<file path="src/rtl/keypad_matrix_scanner.sv">
// -----------------------------------------------------------------------------
// keypad_matrix_scanner
//
// Scans a 4x4 matrix keypad by driving one column low at a time and sampling
// the active-low rows. Presses and releases are debounced over whole scan
// frames (four column dwells). An accepted key is reported as a 4-bit code
// (4*row + col) together with a one-cycle valid strobe.
//
// Ports:
//   clk        system clock
//   clr        synchronous active-high reset
//   row[3:0]   keypad rows, active-low, asynchronous to clk
//   col[3:0]   column drive, active-low, exactly one bit low at any time
//   key_code   code of the last accepted key (held until the next acceptance)
//   key_valid  one-cycle pulse per accepted key (and per repeat, if enabled)
//   key_held   high while the accepted key remains pressed
//
// Parameters:
//   SCAN_DIV_BITS    prescaler width, column dwell = 2**SCAN_DIV_BITS cycles
//   DEBOUNCE_FRAMES  identical frames needed to accept a press or a release
//   REPEAT_FRAMES    auto-repeat period in frames (KEYPAD_REPEAT_EN only)
//
// Build option:
//   KEYPAD_REPEAT_EN  when defined, a held key re-strobes key_valid every
//                     REPEAT_FRAMES frames; when undefined there is exactly
//                     one key_valid per accepted press.
// -----------------------------------------------------------------------------
module keypad_matrix_scanner #(
    parameter int SCAN_DIV_BITS   = 13,
    parameter int DEBOUNCE_FRAMES = 4,
    parameter int REPEAT_FRAMES   = 32
) (
    input  logic       clk,
    input  logic       clr,
    input  logic [3:0] row,
    output logic [3:0] col,
    output logic [3:0] key_code,
    output logic       key_valid,
    output logic       key_held
);

    // Parameter legality is checked at elaboration time.
    if (SCAN_DIV_BITS < 3) begin : g_bad_scan_div
        $error("keypad_matrix_scanner: SCAN_DIV_BITS must be >= 3");
    end
    if (DEBOUNCE_FRAMES < 1 || DEBOUNCE_FRAMES > 15) begin : g_bad_debounce
        $error("keypad_matrix_scanner: DEBOUNCE_FRAMES must be 1..15");
    end
    if (REPEAT_FRAMES < 2 || REPEAT_FRAMES > 255) begin : g_bad_repeat
        $error("keypad_matrix_scanner: REPEAT_FRAMES must be 2..255");
    end

    localparam logic [1:0] ST_IDLE     = 2'd0;
    localparam logic [1:0] ST_DEBOUNCE = 2'd1;
    localparam logic [1:0] ST_HELD     = 2'd2;

    localparam logic [3:0] DEB_TARGET = 4'(DEBOUNCE_FRAMES);
`ifdef KEYPAD_REPEAT_EN
    localparam logic [7:0] REP_TARGET = 8'(REPEAT_FRAMES);
`endif

    logic [3:0]               row_meta_q, row_meta_d;
    logic [3:0]               row_sync_q, row_sync_d;
    logic [SCAN_DIV_BITS-1:0] presc_q, presc_d;
    logic [1:0]               col_idx_q, col_idx_d;
    logic [3:0]               col_q, col_d;
    logic [15:0]              hits_q, hits_d;
    logic [1:0]               state_q, state_d;
    logic [3:0]               cand_q, cand_d;
    logic [3:0]               cnt_q, cnt_d;
    logic [3:0]               rel_cnt_q, rel_cnt_d;
    logic [3:0]               key_code_q, key_code_d;
    logic                     key_valid_q, key_valid_d;
    logic                     key_held_q, key_held_d;
`ifdef KEYPAD_REPEAT_EN
    logic [7:0]               rep_cnt_q, rep_cnt_d;
`endif

    logic       tick;
    logic       frame_eval;
    logic [3:0] row_hit;
    logic [1:0] n_hit;       // saturating: 0 = NONE, 1 = SINGLE, 2 = MULTI
    logic [3:0] single_key;

    assign tick       = &presc_q;
    assign frame_eval = tick && (col_idx_q == 2'd3);
    assign row_hit    = ~row_sync_q;

    // -------------------------------------------------------------------------
    // Scan timing and frame capture
    // -------------------------------------------------------------------------
    always_comb begin
        // NOTE: every always_comb output is given a default first so no path
        // leaves it unassigned; otherwise a latch would be inferred.
        row_meta_d = row;
        row_sync_d = row_meta_q;
        presc_d    = presc_q + {{(SCAN_DIV_BITS-1){1'b0}}, 1'b1};
        col_idx_d  = col_idx_q;
        col_d      = col_q;
        hits_d     = hits_q;

        if (tick) begin
            // Record the four intersections of the column being driven; bit
            // index 4*row + col equals the key code of that intersection.
            for (int r = 0; r < 4; r++) begin
                hits_d[{2'(r), col_idx_q}] = row_hit[r];
            end
            col_idx_d = col_idx_q + 2'd1;
            col_d     = ~(4'b0001 << col_idx_d);
        end

        // Classify the completed frame (includes the column-3 sample taken
        // this very cycle, hence hits_d rather than hits_q).
        n_hit      = 2'd0;
        single_key = 4'd0;
        for (int i = 0; i < 16; i++) begin
            if (hits_d[i]) begin
                if (n_hit == 2'd0) begin
                    single_key = 4'(i);
                end
                if (n_hit != 2'd2) begin
                    n_hit = n_hit + 2'd1;
                end
            end
        end
    end

    // -------------------------------------------------------------------------
    // Debounce FSM, advanced once per frame on the column-3 tick
    // -------------------------------------------------------------------------
    always_comb begin
        state_d     = state_q;
        cand_d      = cand_q;
        cnt_d       = cnt_q;
        rel_cnt_d   = rel_cnt_q;
        key_code_d  = key_code_q;
        key_valid_d = 1'b0;
        key_held_d  = key_held_q;
`ifdef KEYPAD_REPEAT_EN
        rep_cnt_d   = rep_cnt_q;
`endif

        if (frame_eval) begin
            case (state_q)
                ST_IDLE: begin
                    if (n_hit == 2'd1) begin
                        if (DEB_TARGET == 4'd1) begin
                            key_code_d  = single_key;
                            key_valid_d = 1'b1;
                            key_held_d  = 1'b1;
                            rel_cnt_d   = 4'd0;
                            cnt_d       = 4'd0;
`ifdef KEYPAD_REPEAT_EN
                            rep_cnt_d   = 8'd0;
`endif
                            state_d     = ST_HELD;
                        end else begin
                            cand_d  = single_key;
                            cnt_d   = 4'd1;
                            state_d = ST_DEBOUNCE;
                        end
                    end
                end

                ST_DEBOUNCE: begin
                    if (n_hit == 2'd1 && single_key == cand_q) begin
                        if (cnt_q + 4'd1 == DEB_TARGET) begin
                            key_code_d  = cand_q;
                            key_valid_d = 1'b1;
                            key_held_d  = 1'b1;
                            rel_cnt_d   = 4'd0;
                            cnt_d       = 4'd0;
`ifdef KEYPAD_REPEAT_EN
                            rep_cnt_d   = 8'd0;
`endif
                            state_d     = ST_HELD;
                        end else begin
                            cnt_d = cnt_q + 4'd1;
                        end
                    end else if (n_hit == 2'd1) begin
                        // A different single key restarts the run on it.
                        cand_d = single_key;
                        cnt_d  = 4'd1;
                    end else begin
                        cnt_d   = 4'd0;
                        state_d = ST_IDLE;
                    end
                end

                ST_HELD: begin
                    // Only a run of empty frames releases; any key activity,
                    // including a second key, keeps the current key held.
                    if (n_hit == 2'd0) begin
                        if (rel_cnt_q + 4'd1 == DEB_TARGET) begin
                            rel_cnt_d  = 4'd0;
                            key_held_d = 1'b0;
                            state_d    = ST_IDLE;
                        end else begin
                            rel_cnt_d = rel_cnt_q + 4'd1;
                        end
                    end else begin
                        rel_cnt_d = 4'd0;
                    end
`ifdef KEYPAD_REPEAT_EN
                    if (n_hit == 2'd1 && single_key == key_code_q) begin
                        if (rep_cnt_q + 8'd1 == REP_TARGET) begin
                            rep_cnt_d   = 8'd0;
                            key_valid_d = 1'b1;
                        end else begin
                            rep_cnt_d = rep_cnt_q + 8'd1;
                        end
                    end else begin
                        rep_cnt_d = 8'd0;
                    end
`endif
                end

                default: begin
                    state_d = ST_IDLE;
                end
            endcase
        end
    end

    // -------------------------------------------------------------------------
    // State registers; clr overrides any tick or frame evaluation
    // -------------------------------------------------------------------------
    always_ff @(posedge clk) begin
        // NOTE: sequential state uses non-blocking assignments so every flop
        // samples the values from before this edge, independent of order.
        if (clr) begin
            row_meta_q  <= 4'hF;
            row_sync_q  <= 4'hF;
            presc_q     <= '0;
            col_idx_q   <= 2'd0;
            col_q       <= 4'b1110;
            // NOTE: the per-frame hit map is cleared too; although each frame
            // rewrites it fully, clearing keeps the first frame well defined.
            hits_q      <= 16'd0;
            state_q     <= ST_IDLE;
            cand_q      <= 4'd0;
            cnt_q       <= 4'd0;
            rel_cnt_q   <= 4'd0;
            key_code_q  <= 4'd0;
            key_valid_q <= 1'b0;
            key_held_q  <= 1'b0;
`ifdef KEYPAD_REPEAT_EN
            rep_cnt_q   <= 8'd0;
`endif
        end else begin
            row_meta_q  <= row_meta_d;
            row_sync_q  <= row_sync_d;
            presc_q     <= presc_d;
            col_idx_q   <= col_idx_d;
            col_q       <= col_d;
            hits_q      <= hits_d;
            state_q     <= state_d;
            cand_q      <= cand_d;
            cnt_q       <= cnt_d;
            rel_cnt_q   <= rel_cnt_d;
            key_code_q  <= key_code_d;
            key_valid_q <= key_valid_d;
            key_held_q  <= key_held_d;
`ifdef KEYPAD_REPEAT_EN
            rep_cnt_q   <= rep_cnt_d;
`endif
        end
    end

    assign col       = col_q;
    assign key_code  = key_code_q;
    assign key_valid = key_valid_q;
    assign key_held  = key_held_q;

endmodule

</file>
<file path="config.mk">
export PLATFORM = sky130hd
export DESIGN_NAME = keypad_matrix_scanner
export DESIGN_NICKNAME = d
export VERILOG_FILES = /design/src/rtl/keypad_matrix_scanner.sv
export SDC_FILE = /design/constraint.sdc
export NUM_CORES = 1
export LEC_CHECK = 0
export CAP_MARGIN = 20
export CORE_ASPECT_RATIO = 1.4
export CORE_UTILIZATION = 48
export DETAILED_ROUTE_END_ITERATION = 10
export PLACE_DENSITY = 0.69
export SKIP_LAST_GASP = 1
export SYNTH_ARGS = -nofsm -noshare
export SYNTH_HDL_FRONTEND = slang
export SYNTH_SLANG_ARGS = --single-unit
</file>
<file path="constraint.sdc">
create_clock -name clk -period 11.8 [get_ports clk]
set_clock_uncertainty 0.15 [all_clocks]
set_input_delay 2.36 -clock clk [delete_from_list [all_inputs] [get_ports clk]]
set_output_delay 2.36 -clock clk [all_outputs]
set_load 0.02 [all_outputs]
</file>
==> flow_summary.yaml <==
critical_path:
  timing.critical_path.required_ns: 11.88
  cp_slowest_cell: "or4_1"
  cp_max_fo: 18
  critical_path_class: "flop to flop"
  worstPathArrival_ns: 10.53
  crit_top_cell: "ha_1"
  slowest_delay_ns: 0.73
  critPathCaptureType: "flop"
  start_kind: "flop"
drt:
  wl_per_cell_um: 16.6
  viasPerCell: 6.26
  drt_iter0_markers: 420
  vias: 5088
  wl_mm: 13.5
  drc: 0
  ant_nets: 0
  dr.pass1.iters: 5
synthesis:
  synth_edf_count: 0
  yosys.area.top_type_share_pct: 24.9
  syn_nets: 692
  async_flop_share_pct: 0
  synth.most_common_cell: "nand2_1"
  synth_area_um2: 5070
  ys_warn_count: 0
  synth-seq-cells: 63
  ys_types: 89
  syn_area_per_cell_um2: 7.61
  synth_area_leader_cell: "dfxtp_1"
  synth.top_cells.by_area: "dfxtp_1 (25%), nand2_1 (6.3%), nor2_1 (5.9%), ha_1 (4.9%), o21ai_0 (4.0%)"
  yosys_most_used_dff: "dfxtp_1"
  ys_seq_area_share_pct: 24.9
  netlist_instances: 666
  synthTopCellsByCount: "nand2_1 (85), nor2_1 (80), dfxtp_1 (63)"
cts:
  insertion_delay_ns: 0.33
  cts_num_sinks: 63
  postCtsHoldBufs: 0
  cts_buffer_depth: 2
  htreeDepth: 3
  cts_root_buffer: "clkbuf_16"
  cts_buffers: 9
  clk_pin_slew_worst_paths_ns: 0.05
  cts_resized: 0
  cts_tree: "done"
  post_cts_buffers: 0
sta:
  max_slew_margin_pct: 43.1
  worst_pin_slew_ns: 0.846
  finalSetupTns_ns: 0
  final.period_utilization_pct: 88.6
  hold_viol_final: 0
  min_period_ns: 10.45
  drv_slew: 0
  hold-worst-slack_ns: 0.263
  setup_viol: 0
  max_freq_ghz: 0.0957
  worst_slack_ns: 1.35
  rsz0062_at_grt: "false"
floorplan:
  die_x_um: 88.9
  initial_core_util_pct: 49.2
  row_count: 44
  die_h_um: 124
  die_area_um2: 11000
  core-area_um2: 10300
  boundaryPins: 16
layout:
  drive_above_1_share_pct: 10.1
  fin_nets: 696
  area_delta_synth_final_pct: 11.6
  fin_cells: 813
  diodes: 0
placed_design:
  place.gp.congestion: 0.950
  dp_hpwl_mm: 9.98
  portBuffers: 15
  dpl.cell_count: 797
  pre_cts_slack_ns: 1.45
power_and_ir_drop:
  irDropWorstVdd_mv: 0.0655
  p_leak_nw: 2.08
  power.density_nw_per_um2: 95.3
  power_w: 0.000539
global_routing:
  grt_pass1_vias: 4632
  grt_max_degree: 53
  grt_remaining_overflow: 0
  track_usage_pct: 25.2
  grt_pass1_wl_mm: 21.8
  antenna_found_initial: 0
status:
  status: "complete, no violations"
job:
  max_cap_violations: 0
hold_path:
  hold_path_class: "flop to flop"
-- logic make-up after synthesis --
kind of cell / after synthesis / share of synthesized area, %
buffers and inverters: 48 / 4.05
AOI/OAI and AO/OA: 209 / 30.6
xor gates and xnor gates: 22 / 4.32
and+or+nand+nor: 287 / 27.8
muxes: 17 / 3.48
adders and majority gates: 20 / 4.94
DFF: 63 / 24.9
-- metal layers --
metal | global-route usage [%] | up-vias | share of wire (%)
met1 | 29.5 | 2387 | 42
li1 | - | 2489 | -
met4 | 10.8 | 0 | 2.8
met2 | 45.5 | 177 | 51
met3 | 3.11 | 35 | 4.0
met5 | 0 | - | 0
-- power breakdown --
part	total, W	internal, W	switching [W]
logic	0.00000872	0.00000340	0.00000532
registers	0.000217	0.000215	0.00000242
clock network	0.000313	0.000218	0.0000952
total	0.000539	0.000436	0.000103
-- worst paths after layout --
path / from / depth (start not counted) / endpoint / slack [ns]
hold reg to reg: row_meta_q[3] / 1 / row_sync_q[3] / 0.26
hold / removal: row_meta_q[3] / 1 / row_sync_q[3] / 0.26
setup / recovery: presc_q[0] / 38 / rel_cnt_q[2] / 1.35
setup reg to reg: presc_q[0] / 38 / rel_cnt_q[2] / 1.35
-- critical path: cells and delay by family (launching register included) --
kind,cells,cell delay (ns)
muxes,2,0.69
buffers and inverters,1,0.05
xor gates and xnor gates,1,0.59
AOI/OAI and AO/OA,16,3.99
DFF,1,0.37
adders and majority gates,6,1.88
and+or+nand+nor,12,2.61
-- cells in the final DEF (no fill, tap or decap), types with 7 or more instances in the layout --
master / instances
nand2_1: 85
nor2_1: 80
dfxtp_1: 63
o21ai_0: 41
a21oi_1: 36
nand3_1: 23
inv_1: 21
ha_1: 20
nor3_1: 15
mux2i_1: 15
clkdlybuf4s50_1: 14
o21a_1: 13
xnor2_1: 12
or2_2: 12
nand4_1: 10
o21ai_1: 9
o211ai_1: 9
nor4_1: 9
a31oi_1: 9
clkbuf_16: 9
and2_1: 8
xor2_1: 8
a21o_1: 7
nand2b_1: 7
a211oi_1: 7
-- stage by stage --
step | utilization [%] | instance area [um^2]
final | 54.9 | 5660
after CTS | 54.9 | 5660
after global placement | 51.5 | 5300
after floorplan | - | 5070
after detailed placement | 51.5 | 5300
after global routing | 54.9 | 5660
-- registers in the layout, indices dropped and copies added (netlist names) --
signal,count
cand_q,4
cnt_q,4
col,4
col_idx_q,2
hits_q,16
key_code,4
key_held,1
key_valid,1
presc_q,13
rel_cnt_q,4
row_meta_q,4
row_sync_q,4
state_q,2
-- cell type report --
class / instances / area, um^2
inverter: 22 / 82.6
multi-input combinational: 555 / 3610
clock buffer: 11 / 253
clock inverter: 5 / 104
fill: 992 / 4640
sequential: 63 / 1260
timing repair buffer: 19 / 175
tap: 138 / 173
(Power assumes the default switching activity.)
